--- src/rtl/fetch_pc_unit_if.sv ---
// Fetch-stage bundle: hazard/stall controls, EX redirect and BTB update,
// instruction memory address/data and the IF/ID outputs.
interface fetch_pc_unit_if;
    logic        stall;
    logic        IM_stall;
    logic        DM_stall;
    logic        redirect;
    logic [31:0] redirect_pc;
    logic        upd_valid;
    logic [31:0] upd_pc;
    logic        upd_taken;
    logic [31:0] upd_target;
    logic [31:0] IM_rdata;
    logic [31:0] IM_addr;
    logic [31:0] F_pc;
    logic [31:0] F_inst;
    logic        F_PredictTaken;

    modport master (
        output stall, IM_stall, DM_stall, redirect, redirect_pc,
        output upd_valid, upd_pc, upd_taken, upd_target, IM_rdata,
        input  IM_addr, F_pc, F_inst, F_PredictTaken
    );

    modport slave (
        input  stall, IM_stall, DM_stall, redirect, redirect_pc,
        input  upd_valid, upd_pc, upd_taken, upd_target, IM_rdata,
        output IM_addr, F_pc, F_inst, F_PredictTaken
    );
endinterface

--- src/rtl/fetch_pc_unit.sv ---
// Fetch PC owner: direct-mapped BTB with 2-bit counters for next-PC prediction,
// and a one-deep pending slot that holds an EX redirect across memory freezes.
module fetch_pc_unit #(
    parameter logic [31:0] RESET_PC    = 32'h0000_0000,
    parameter int          BTB_ENTRIES = 16,
    parameter int          IDX_W       = $clog2(BTB_ENTRIES)
) (
    input logic            clk,
    input logic            rst,
    fetch_pc_unit_if.slave bus
);
    localparam int TAG_W = 30 - IDX_W;

    logic [31:0] r_pc;
    logic        r_pending_valid;
    logic [31:0] r_pending_pc;

    logic             w_btb_valid  [BTB_ENTRIES];
    logic [TAG_W-1:0] w_btb_tag    [BTB_ENTRIES];
    logic [31:0]      w_btb_target [BTB_ENTRIES];
    logic [1:0]       w_btb_cnt    [BTB_ENTRIES];

    logic [IDX_W-1:0] w_idx;
    logic [TAG_W-1:0] w_tag;
    logic             w_hit;
    logic             w_pred_taken;
    logic [31:0]      w_pred_next;
    logic             w_frozen;

    logic [IDX_W-1:0] w_upd_idx;
    logic [TAG_W-1:0] w_upd_tag;
    logic             w_upd_hit;
    logic             w_upd_en;

    assign w_idx        = r_pc[IDX_W+1:2];
    assign w_tag        = r_pc[31:IDX_W+2];
    assign w_hit        = w_btb_valid[w_idx] && (w_btb_tag[w_idx] == w_tag);
    assign w_pred_taken = w_hit && w_btb_cnt[w_idx][1];
    assign w_pred_next  = w_pred_taken ? w_btb_target[w_idx] : r_pc + 32'd4;
    assign w_frozen     = bus.IM_stall | bus.DM_stall;

    // Updates are dropped while frozen because EX re-presents the same request.
    assign w_upd_idx = bus.upd_pc[IDX_W+1:2];
    assign w_upd_tag = bus.upd_pc[31:IDX_W+2];
    assign w_upd_hit = w_btb_valid[w_upd_idx] && (w_btb_tag[w_upd_idx] == w_upd_tag);
    assign w_upd_en  = bus.upd_valid && !w_frozen;

    for (genvar gi = 0; gi < BTB_ENTRIES; gi++) begin : g_btb
        logic             r_valid;
        logic [TAG_W-1:0] r_tag;
        logic [31:0]      r_target;
        logic [1:0]       r_cnt;
        logic             w_sel;

        assign w_sel = w_upd_en && (w_upd_idx == IDX_W'(gi));

        always_ff @(posedge clk) begin
            if (rst) begin
                r_valid  <= 1'b0;
                r_tag    <= '0;
                r_target <= '0;
                r_cnt    <= 2'b01;
            end else if (w_sel) begin
                if (w_upd_hit) begin
                    if (bus.upd_taken) begin
                        r_target <= bus.upd_target;
                        if (r_cnt != 2'b11) r_cnt <= r_cnt + 2'b01;
                    end else if (r_cnt != 2'b00) begin
                        r_cnt <= r_cnt - 2'b01;
                    end
                end else if (bus.upd_taken) begin
                    r_valid  <= 1'b1;
                    r_tag    <= w_upd_tag;
                    r_target <= bus.upd_target;
                    r_cnt    <= 2'b10;
                end
            end
        end

        assign w_btb_valid[gi]  = r_valid;
        assign w_btb_tag[gi]    = r_tag;
        assign w_btb_target[gi] = r_target;
        assign w_btb_cnt[gi]    = r_cnt;
    end

    // Redirect beats load-use stall; a parked redirect is applied once unfrozen.
    always_ff @(posedge clk) begin
        if (rst) begin
            r_pc            <= RESET_PC;
            r_pending_valid <= 1'b0;
            r_pending_pc    <= '0;
        end else if (w_frozen) begin
            if (bus.redirect) begin
                r_pending_valid <= 1'b1;
                r_pending_pc    <= bus.redirect_pc;
            end
        end else if (bus.redirect) begin
            r_pc            <= bus.redirect_pc;
            r_pending_valid <= 1'b0;
        end else if (r_pending_valid) begin
            r_pc            <= r_pending_pc;
            r_pending_valid <= 1'b0;
        end else if (!bus.stall) begin
            r_pc <= w_pred_next;
        end
    end

    assign bus.IM_addr        = r_pc;
    assign bus.F_pc           = r_pc;
    assign bus.F_inst         = bus.IM_rdata;
    assign bus.F_PredictTaken = w_pred_taken;
endmodule

--- src/flat_wrapper.sv ---
// flat-port wrapper written by rule: the top's interface ports become plain ports
module fetch_pc_unit_flat 
#(
    parameter logic [31:0] RESET_PC    = 32'h0000_0000,
    parameter int          BTB_ENTRIES = 16,
    parameter int          IDX_W       = $clog2(BTB_ENTRIES)
)
  (clk, rst, bus_stall, bus_IM_stall, bus_DM_stall, bus_redirect, bus_redirect_pc, bus_upd_valid, bus_upd_pc, bus_upd_taken, bus_upd_target, bus_IM_rdata, bus_IM_addr, bus_F_pc, bus_F_inst, bus_F_PredictTaken);
  fetch_pc_unit_if bus_i ();
  input logic clk;
  input logic rst;
  input wire logic [$bits(bus_i.stall)-1:0] bus_stall;
  input wire logic [$bits(bus_i.IM_stall)-1:0] bus_IM_stall;
  input wire logic [$bits(bus_i.DM_stall)-1:0] bus_DM_stall;
  input wire logic [$bits(bus_i.redirect)-1:0] bus_redirect;
  input wire logic [$bits(bus_i.redirect_pc)-1:0] bus_redirect_pc;
  input wire logic [$bits(bus_i.upd_valid)-1:0] bus_upd_valid;
  input wire logic [$bits(bus_i.upd_pc)-1:0] bus_upd_pc;
  input wire logic [$bits(bus_i.upd_taken)-1:0] bus_upd_taken;
  input wire logic [$bits(bus_i.upd_target)-1:0] bus_upd_target;
  input wire logic [$bits(bus_i.IM_rdata)-1:0] bus_IM_rdata;
  output wire logic [$bits(bus_i.IM_addr)-1:0] bus_IM_addr;
  output wire logic [$bits(bus_i.F_pc)-1:0] bus_F_pc;
  output wire logic [$bits(bus_i.F_inst)-1:0] bus_F_inst;
  output wire logic [$bits(bus_i.F_PredictTaken)-1:0] bus_F_PredictTaken;
  assign bus_i.stall = bus_stall;
  assign bus_i.IM_stall = bus_IM_stall;
  assign bus_i.DM_stall = bus_DM_stall;
  assign bus_i.redirect = bus_redirect;
  assign bus_i.redirect_pc = bus_redirect_pc;
  assign bus_i.upd_valid = bus_upd_valid;
  assign bus_i.upd_pc = bus_upd_pc;
  assign bus_i.upd_taken = bus_upd_taken;
  assign bus_i.upd_target = bus_upd_target;
  assign bus_i.IM_rdata = bus_IM_rdata;
  assign bus_IM_addr = bus_i.IM_addr;
  assign bus_F_pc = bus_i.F_pc;
  assign bus_F_inst = bus_i.F_inst;
  assign bus_F_PredictTaken = bus_i.F_PredictTaken;
  fetch_pc_unit #(.RESET_PC(RESET_PC), .BTB_ENTRIES(BTB_ENTRIES), .IDX_W(IDX_W)) u_core (.clk(clk), .rst(rst), .bus(bus_i));
endmodule
--- config.mk ---
export PLATFORM = sky130hd
export DESIGN_NAME = fetch_pc_unit_flat
export DESIGN_NICKNAME = d
export VERILOG_FILES = /design/src/rtl/fetch_pc_unit_if.sv /design/src/rtl/fetch_pc_unit.sv /design/src/flat_wrapper.sv
export SDC_FILE = /design/constraint.sdc
export NUM_CORES = 2
export LEC_CHECK = 0
export ABC_CLOCK_PERIOD_IN_PS = 3900
export CORE_MARGIN = 2
export CORE_UTILIZATION = 55
export DETAILED_ROUTE_END_ITERATION = 12
export DONT_BUFFER_PORTS = 1
export GPL_TIMING_DRIVEN = 0
export PLACE_DENSITY = 0.73
export SLEW_MARGIN = 25
export SYNTH_ARGS = -nofsm -noshare
export SYNTH_HDL_FRONTEND = slang
export SYNTH_SLANG_ARGS = --single-unit
export TNS_END_PERCENT = 100
--- constraint.sdc ---
create_clock -name clk -period 3.9 [get_ports clk]
set_clock_uncertainty 0.15 [all_clocks]
set_input_delay 0.39 -clock clk [delete_from_list [all_inputs] [get_ports clk]]
set_output_delay 0.39 -clock clk [all_outputs]
set_load 0.01 [all_outputs]
# [Yosys cells after proc, flatten, opt, wreduce, memory -nomap -nowiden]
# Cells that the tools add are included.
[classes] addsub=33 n_reduce_logical=106 magnitude_cmp=2 bitwise=5 muxes=87 mul=0 shift=0 n_eq_ne=50 div=0
[op_table] cell="$bmux 26 s4" n=2
[op_table] cell="$mux 32" n=6
[op_table] cell="$mux 2" n=67
[op_table] cell="$bmux 32 s4" n=1
[op_table] cell="$mux 26" n=4
[op_table] cell="$reduce_bool 2->1" n=33
[op_table] cell="$reduce_and 4->1" n=16
[op_table] cell="$eq 26x26->1" n=2
[op_table] cell="$ne 3x3->1 const B" n=16
[op_table] cell="$reduce_and 3->1" n=16
[op_table] cell="$reduce_and 2->1" n=18
[op_table] cell="$add 2x1->2 const B" n=16
[op_table] cell="$add 32x3->32 const B" n=1
[op_table] cell="$eq 4x4->1 const B" n=8
[op_table] cell="$ne 2x2->1 const B" n=16
[op_table] cell="$sub 2x1->2 const B" n=16
[op_table] cell="$logic_and 1x1->1" n=20
[op_table] cell="$eq 4x3->1 const B" n=4
[op_table] cell="$ge 5x5->1 const B" n=2
[op_table] cell="$not 4->5" n=2
[op_table] cell="$bmux 1 s4" n=2
[op_table] cell="$bmux 2 s4" n=1
[op_table] cell="$eq 4x2->1 const B" n=2
[op_table] cell="$eq 4x1->1 const B" n=1
[op_table] cell="7 further kinds" n=11
[word_totals] reg_bits=1041 in_bits=136 memories=0 out_inout_bits=97 mem_bits_rw=0 rom_bits=0 latchBits=0 elab_cells=350

# [Logic depth before layout (Yosys ltp)]
[logic_depth] depth_word=11 mapped_depth=18 depth_no_buf=10

# [Least setup slack after synthesis]
# Ideal clock, no wire load.
[synth_timing] kind="register -> register" from="register u_core.r_pc[2] (netlist: u_core.bus.F_pc[2])" to="register u_core.r_pc[10] (netlist: u_core.bus.F_pc[10])" n_path_buf=8 required_time_ns=3.618 slack_ns=0.293 arrival_time_ns=3.325 stages_incl_launch_ff=13 synth_period_minus_slack_ns=3.607 setup_ns=0.132 cell_sequence="dfxtp_1 -> buf_6 -> buf_12 -> buf_6 -> buf_6 -> buf_4 -> buf_6 -> buf_2 -> buf_1 -> mux4_2 -> mux4_2 -> mux2i_1 -> a21oi_1"
[synth_via] elab_chain_cells=11 word_cells_on_any_way=21 cone_classes="1 x add/sub; 1 x eq/ne; 16 x mux; 1 x bitwise; 2 x reduce/logical"
[synth_lines] element="start: declaration" line="fetch_pc_unit.sv:14" text="logic [31:0] r_pc;"
[synth_lines] element="start signal: assignment" line="fetch_pc_unit.sv:98" text="r_pc <= bus.redirect_pc;"
[synth_lines] element="start signal: assignment" line="fetch_pc_unit.sv:101" text="r_pc <= r_pending_pc;"
[synth_lines] element="start signal: assignment" line="fetch_pc_unit.sv:104" text="r_pc <= w_pred_next;"
[synth_lines] element="$not 4->5 (not written as such)" line="fetch_pc_unit.sv:37, fetch_pc_unit.sv:38, fetch_pc_unit.sv:39"
[synth_lines] element="$bmux 26 s4" line="fetch_pc_unit.sv:37" text="assign w_hit = w_btb_valid[w_idx] && (w_btb_tag[w_idx] == w_tag);"
[synth_lines] element="$mux 26 (not written as such) (2 in a row)" line="fetch_pc_unit.sv:37"
[synth_lines] element="$eq 26x26->1" line="fetch_pc_unit.sv:37"
[synth_lines] element="$logic_and 1x1->1" line="fetch_pc_unit.sv:37"
[synth_lines] element="$logic_and 1x1->1" line="fetch_pc_unit.sv:38" text="assign w_pred_taken = w_hit && w_btb_cnt[w_idx][1];"
[synth_lines] element="$mux 32 (*)" line="fetch_pc_unit.sv:39" text="assign w_pred_next = w_pred_taken ? w_btb_target[w_idx] : r_pc + 32'd4;"
[synth_lines] element="$mux 32 (*)" line="fetch_pc_unit.sv:103" text="end else if (!bus.stall) begin"
[synth_lines] element="$mux 32 (*)" line="fetch_pc_unit.sv:100" text="end else if (r_pending_valid) begin"
[synth_lines] element="$mux 32 (*)" line="fetch_pc_unit.sv:97" text="end else if (bus.redirect) begin"
# Mark *: on every way between the ends. The rest lies on a longest branch, timed or not. The select of a mux whose other input is x is not followed.
# A chain may end at the register's enable or synchronous reset.

# [Worst setup path after layout]
[layout_timing] from="register u_core.r_pc[3] (netlist: u_core.bus.F_pc[3])" to="output port bus_F_PredictTaken"
[layout_via] elab_chain_cells=7 word_cells_on_any_way=13 cone_classes="1 x eq/ne; 9 x mux; 1 x bitwise; 2 x reduce/logical"
[layout_lines] element="$not 4->5 (not written as such) (*)" line="fetch_pc_unit.sv:37, fetch_pc_unit.sv:38"
[layout_lines] element="$bmux 26 s4" line="fetch_pc_unit.sv:37"
[layout_lines] element="$mux 26 (not written as such) (2 in a row)" line="fetch_pc_unit.sv:37"
[layout_lines] element="$eq 26x26->1" line="fetch_pc_unit.sv:37"
[layout_lines] element="$logic_and 1x1->1" line="fetch_pc_unit.sv:37"
[layout_lines] element="$logic_and 1x1->1 (*)" line="fetch_pc_unit.sv:38"
[layout_lines] element="end: declaration" line="flat_wrapper.sv:25" text="output wire logic [$bits(bus_i.F_PredictTaken)-1:0] bus_F_PredictTaken;"
# Marks and branches as above.

==> flow_metrics.env <==
export IMPL_p_switching_mw=6.70
export IMPL_dr_pass1_iters=8
export IMPL_drc=0
export IMPL_synth_simple_gate_area_frac=0.151
export IMPL_synth_compound_area_frac=0.110
export IMPL_drive_gt1_frac=0.176
export IMPL_synthArstFlopShare=0
export IMPL_numPortBuffers=0
export IMPL_tightest_slew_ps=1250
export IMPL_seq_power_share=0.436
export IMPL_fin_cells=7272
export IMPL_synthXorXnorAreaFrac=0.0118
export IMPL_hold_path_depth=5
export IMPL_place_ws_ps=-2190
export IMPL_crit_arrival_ps=3990
export IMPL_insertion_delay_ps=740
export IMPL_failed_checks="negative setup slack"
export IMPL_ir_drop_uv=357
export IMPL_fill_cells=7583
export IMPL_synth_edf_count=0
export IMPL_start_util=0.554
export IMPL_cts_max_level=3
export IMPL_cts_tree="yes"
export IMPL_grt_usage=0.484
export IMPL_clockPowerShare=0.454
export IMPL_grt_pass1_vias=46400
export IMPL_cp_start_kind="register"
export IMPL_syn_avg_cell_area_sq_um=9.27
export IMPL_row_count=112
export IMPL_stdcell_area_sq_um=61300
export IMPL_period_minus_slack_ps=4530
export IMPL_rsz0062_at_grt="true"
export IMPL_worst_r2r_path_depth=15
export IMPL_finalSetupViolations=49
export IMPL_period_share=1.16
export IMPL_globalplace_congestion=1.07
export IMPL_vias_per_cell=6.77
export IMPL_synth_mux_area_frac=0.264
export IMPL_outcome="finished, violations left"
export IMPL_synth_fp_nets=5717
export IMPL_die_h_um=311
export IMPL_combPwrFrac=0.109
export IMPL_fmax_mhz=221
export IMPL_ant_nets=0
export IMPL_fin_tns_setup_ps=-11170
export IMPL_io_pins=233
export IMPL_hold_violations=0
export IMPL_r2r_slack_ps=-450
export IMPL_slew_violations=0
export IMPL_synth_warnings=0
export IMPL_hold_end="u_core.bus.F_pc[2]$_SDFFE_PP0P_"
export IMPL_worst_slack_ps=-627
export IMPL_routed_wirelength_mm=242
export IMPL_clk_pin_slew_ps=60
export IMPL_powerDensity_nw_per_um2=405
export IMPL_final_util=0.657
export IMPL_synth_adder_area_share=0.000242
export IMPL_hold_class="in -> reg"
export IMPL_grt_max_degree=16
export IMPL_die_area_sq_um=96600
export IMPL_cts_buffers=108
export IMPL_cp_max_fo=10
export IMPL_power_mw=24.8
export IMPL_multi_input_area_sq_um=28600
export IMPL_nets=6057
export IMPL_critical_path_endpoint_type="output port"
export IMPL_swShare=0.270
export IMPL_maxCapViolCount=0
export IMPL_holdWs_ps=125
export IMPL_critical_path_class="reg -> out"
export IMPL_drt_initial_drc_count=7817
export IMPL_die_x_um=311
export IMPL_synth_area_sq_um=51700
export IMPL_dpl_cell_area_sq_um=53300
export IMPL_yosysSeqAreaShare=0.403
export IMPL_ys_seq_elements=1041
export IMPL_cts_sinks=1041
export IMPL_synth_cells=5580
export IMPL_r2r_start="u_core.bus.F_pc[3]$_SDFFE_PP0P_"
export IMPL_synthToLayoutAreaGrowth_pct=18.5
export IMPL_cts_buffer_depth=3
export IMPL_grt_pass1_wl_mm=337
export IMPL_critPathRequiredTime_ps=3360
export IMPL_register_area_sq_um=20900
export IMPL_num_vias=49200
export IMPL_intPower_mw=18.1
export IMPL_dpl_cell_count=6835
export IMPL_ys_flop_type="dfxtp_1"
export IMPL_overflow=0
export IMPL_synth_top_family_by_area="multiplexers"
export IMPL_core_area_sq_um=93300
export IMPL_antenna_found_initial=14
export IMPL_wl_per_cell_um=33.3
export IMPL_dp_hpwl_mm=171
export IMPL_ctsRootBufferMaster="clkbuf_16"
export IMPL_slew_headroom=0.164
export IMPL_min_from="bus_redirect_pc[2]"
export IMPL_synth_cell_type_count=85
export IMPL_power_leakage_nw=22.9
export IMPL_rr_endpoint="u_core.bus.F_pc[0]$_SDFFE_PP0P_"
layout make-up:
type	instances	share of cell area
multi-input cells	3898	0.466
flip-flops and latches	1041	0.340
plain buffers	601	0.0659
clock buffers	157	0.0518
repair buffers	233	0.0376
well taps	1254	0.0256
clock inverters	45	0.0103
inverters	37	0.00231
diodes	6	0.000245
cells in the mapped netlist, types with 7 or more instances:
cell type     n  area [sq um]
mux4_2      332          7480
buf_4        99           743
nand2_8      10           200
buf_1        22          82.6
clkbuf_1    393          1480
nand4_1      26           163
and2_1       10          62.6
nand2b_1     10          62.6
inv_1        32           120
nand2_1    1633          6130
nor3_1       13          65.1
o21ai_0      86           430
o22ai_1      33           206
nor2_1       71           267
nand3_1      48           240
o2111ai_1    10          87.6
and3_1       32           200
dfxtp_1    1041         20800
a221oi_1     32           280
a211oi_1      7          52.6
o211ai_1     27           203
a31oi_1      13          81.3
xnor2_1      51           447
xor2_1       19           166
nor2b_1       9          56.3
mux2_2       32           360
a21o_1       13          97.6
buf_6        37           417
a22oi_1      25           188
a221o_1      19           190
a21oi_1     633          3170
a22o_1       12           105
buf_2        52           260
nor4_1        7          43.8
o21a_1        7          52.6
mux2i_1     580          5810
kinds of logic (layout without fill, tap and decap cells):
logic type               after synthesis  in the layout
flip-flops                          1041           1041
buffers and inverters                641           1073
XOR/XNOR                              70             70
other                                  0              6
multiplexers                         944            944
AND/OR/NAND/NOR                     1906           1906
adder cells (fa/ha/maj)                1              1
AO/OA/AOI/OAI                        977            977
worst max-delay path, cell delays in order, from the launching register on:
cell      delay (ps)
dfxtp_4          470
buf_12           200
buf_16           160
buf_16           180
mux2i_4          450
nand2_1          240
nand3_1          210
o2111a_1         220
nand4_1          150
o31a_1           340
nand3b_1         240
nor3_4           370
how the worst max path moves through the flow:
stage                                       end  cells after the start                             from
3_5_place_dp    u_core.bus.F_pc[4]$_SDFFE_PP0P_                     12  u_core.bus.F_pc[3]$_SDFFE_PP0P_
2_1_floorplan  u_core.bus.F_pc[10]$_SDFFE_PP0P_                     12  u_core.bus.F_pc[2]$_SDFFE_PP0P_
4_1_cts                      bus_F_PredictTaken                     11  u_core.bus.F_pc[3]$_SDFFE_PP0P_
6_report                     bus_F_PredictTaken                     11  u_core.bus.F_pc[3]$_SDFFE_PP0P_
3_3_place_gp    u_core.bus.F_pc[4]$_SDFFE_PP0P_                     12  u_core.bus.F_pc[3]$_SDFFE_PP0P_
5_1_grt                      bus_F_PredictTaken                     13  u_core.bus.F_pc[3]$_SDFFE_PP0P_
state kept, by name (all words and copies together), names as in the netlist:
name,count
u_core.r_pending_valid,1
u_core.g_btb.r_tag,416
u_core.r_pending_pc,32
u_core.g_btb.r_valid,16
u_core.g_btb.r_target,512
u_core.g_btb.r_cnt,32
u_core.bus.F_pc,32
power by group through the flow:
| stage | Combinational [mW] | Clock [mW] | Sequential (mW) |
|---|---|---|---|
| floorplan | 1.31 | 0 | 11.0 |
| global placement | 2.17 | 0 | 11.1 |
| detailed placement | 2.17 | 0 | 11.1 |
| CTS | 2.51 | 11.2 | 10.8 |
| global route | 2.71 | 11.6 | 10.8 |
| finish | 2.72 | 11.3 | 10.8 |
per-layer routing:
metal	global-route usage	part of all wire	up-vias
li1	-	-	20200
met1	0.558	0.33	23800
met2	0.715	0.42	4098
met3	0.179	0.14	1117
met4	0.406	0.11	12
met5	0	0.00036	-
layout by cell type (no fill, tap or decap), drive strengths merged, types with 6 or more instances in the layout:
cell type	instances
xnor2	51
a22o	12
a221oi	32
mux2i	580
a21o	13
and2	12
nor2b	9
dlygate4sd3	93
nand2b	10
nand4	26
diode	6
a21oi	634
nand2	1646
a221o	19
a211oi	7
clkbuf	554
o21a	7
dfxtp	1041
o22ai	33
and3	32
mux2	32
inv	37
nor2	71
nor3	13
xor2	19
buf	342
a31oi	13
mux4	332
o2111ai	10
clkinv	29
nand3	48
nor4	7
o211ai	27
bufinv	13
o21ai	87
a22oi	25
repair_timing:
action,4_1_cts,5_1_grt
hold endpoints to repair,405,0
endpoints found under the setup margin,722,529
cloned,4,4
resized for setup,390,105
hold buffers,93,0
pin swaps,36,16
setup buffers,72,60
Note: power is estimated with default switching activity, not from simulation.
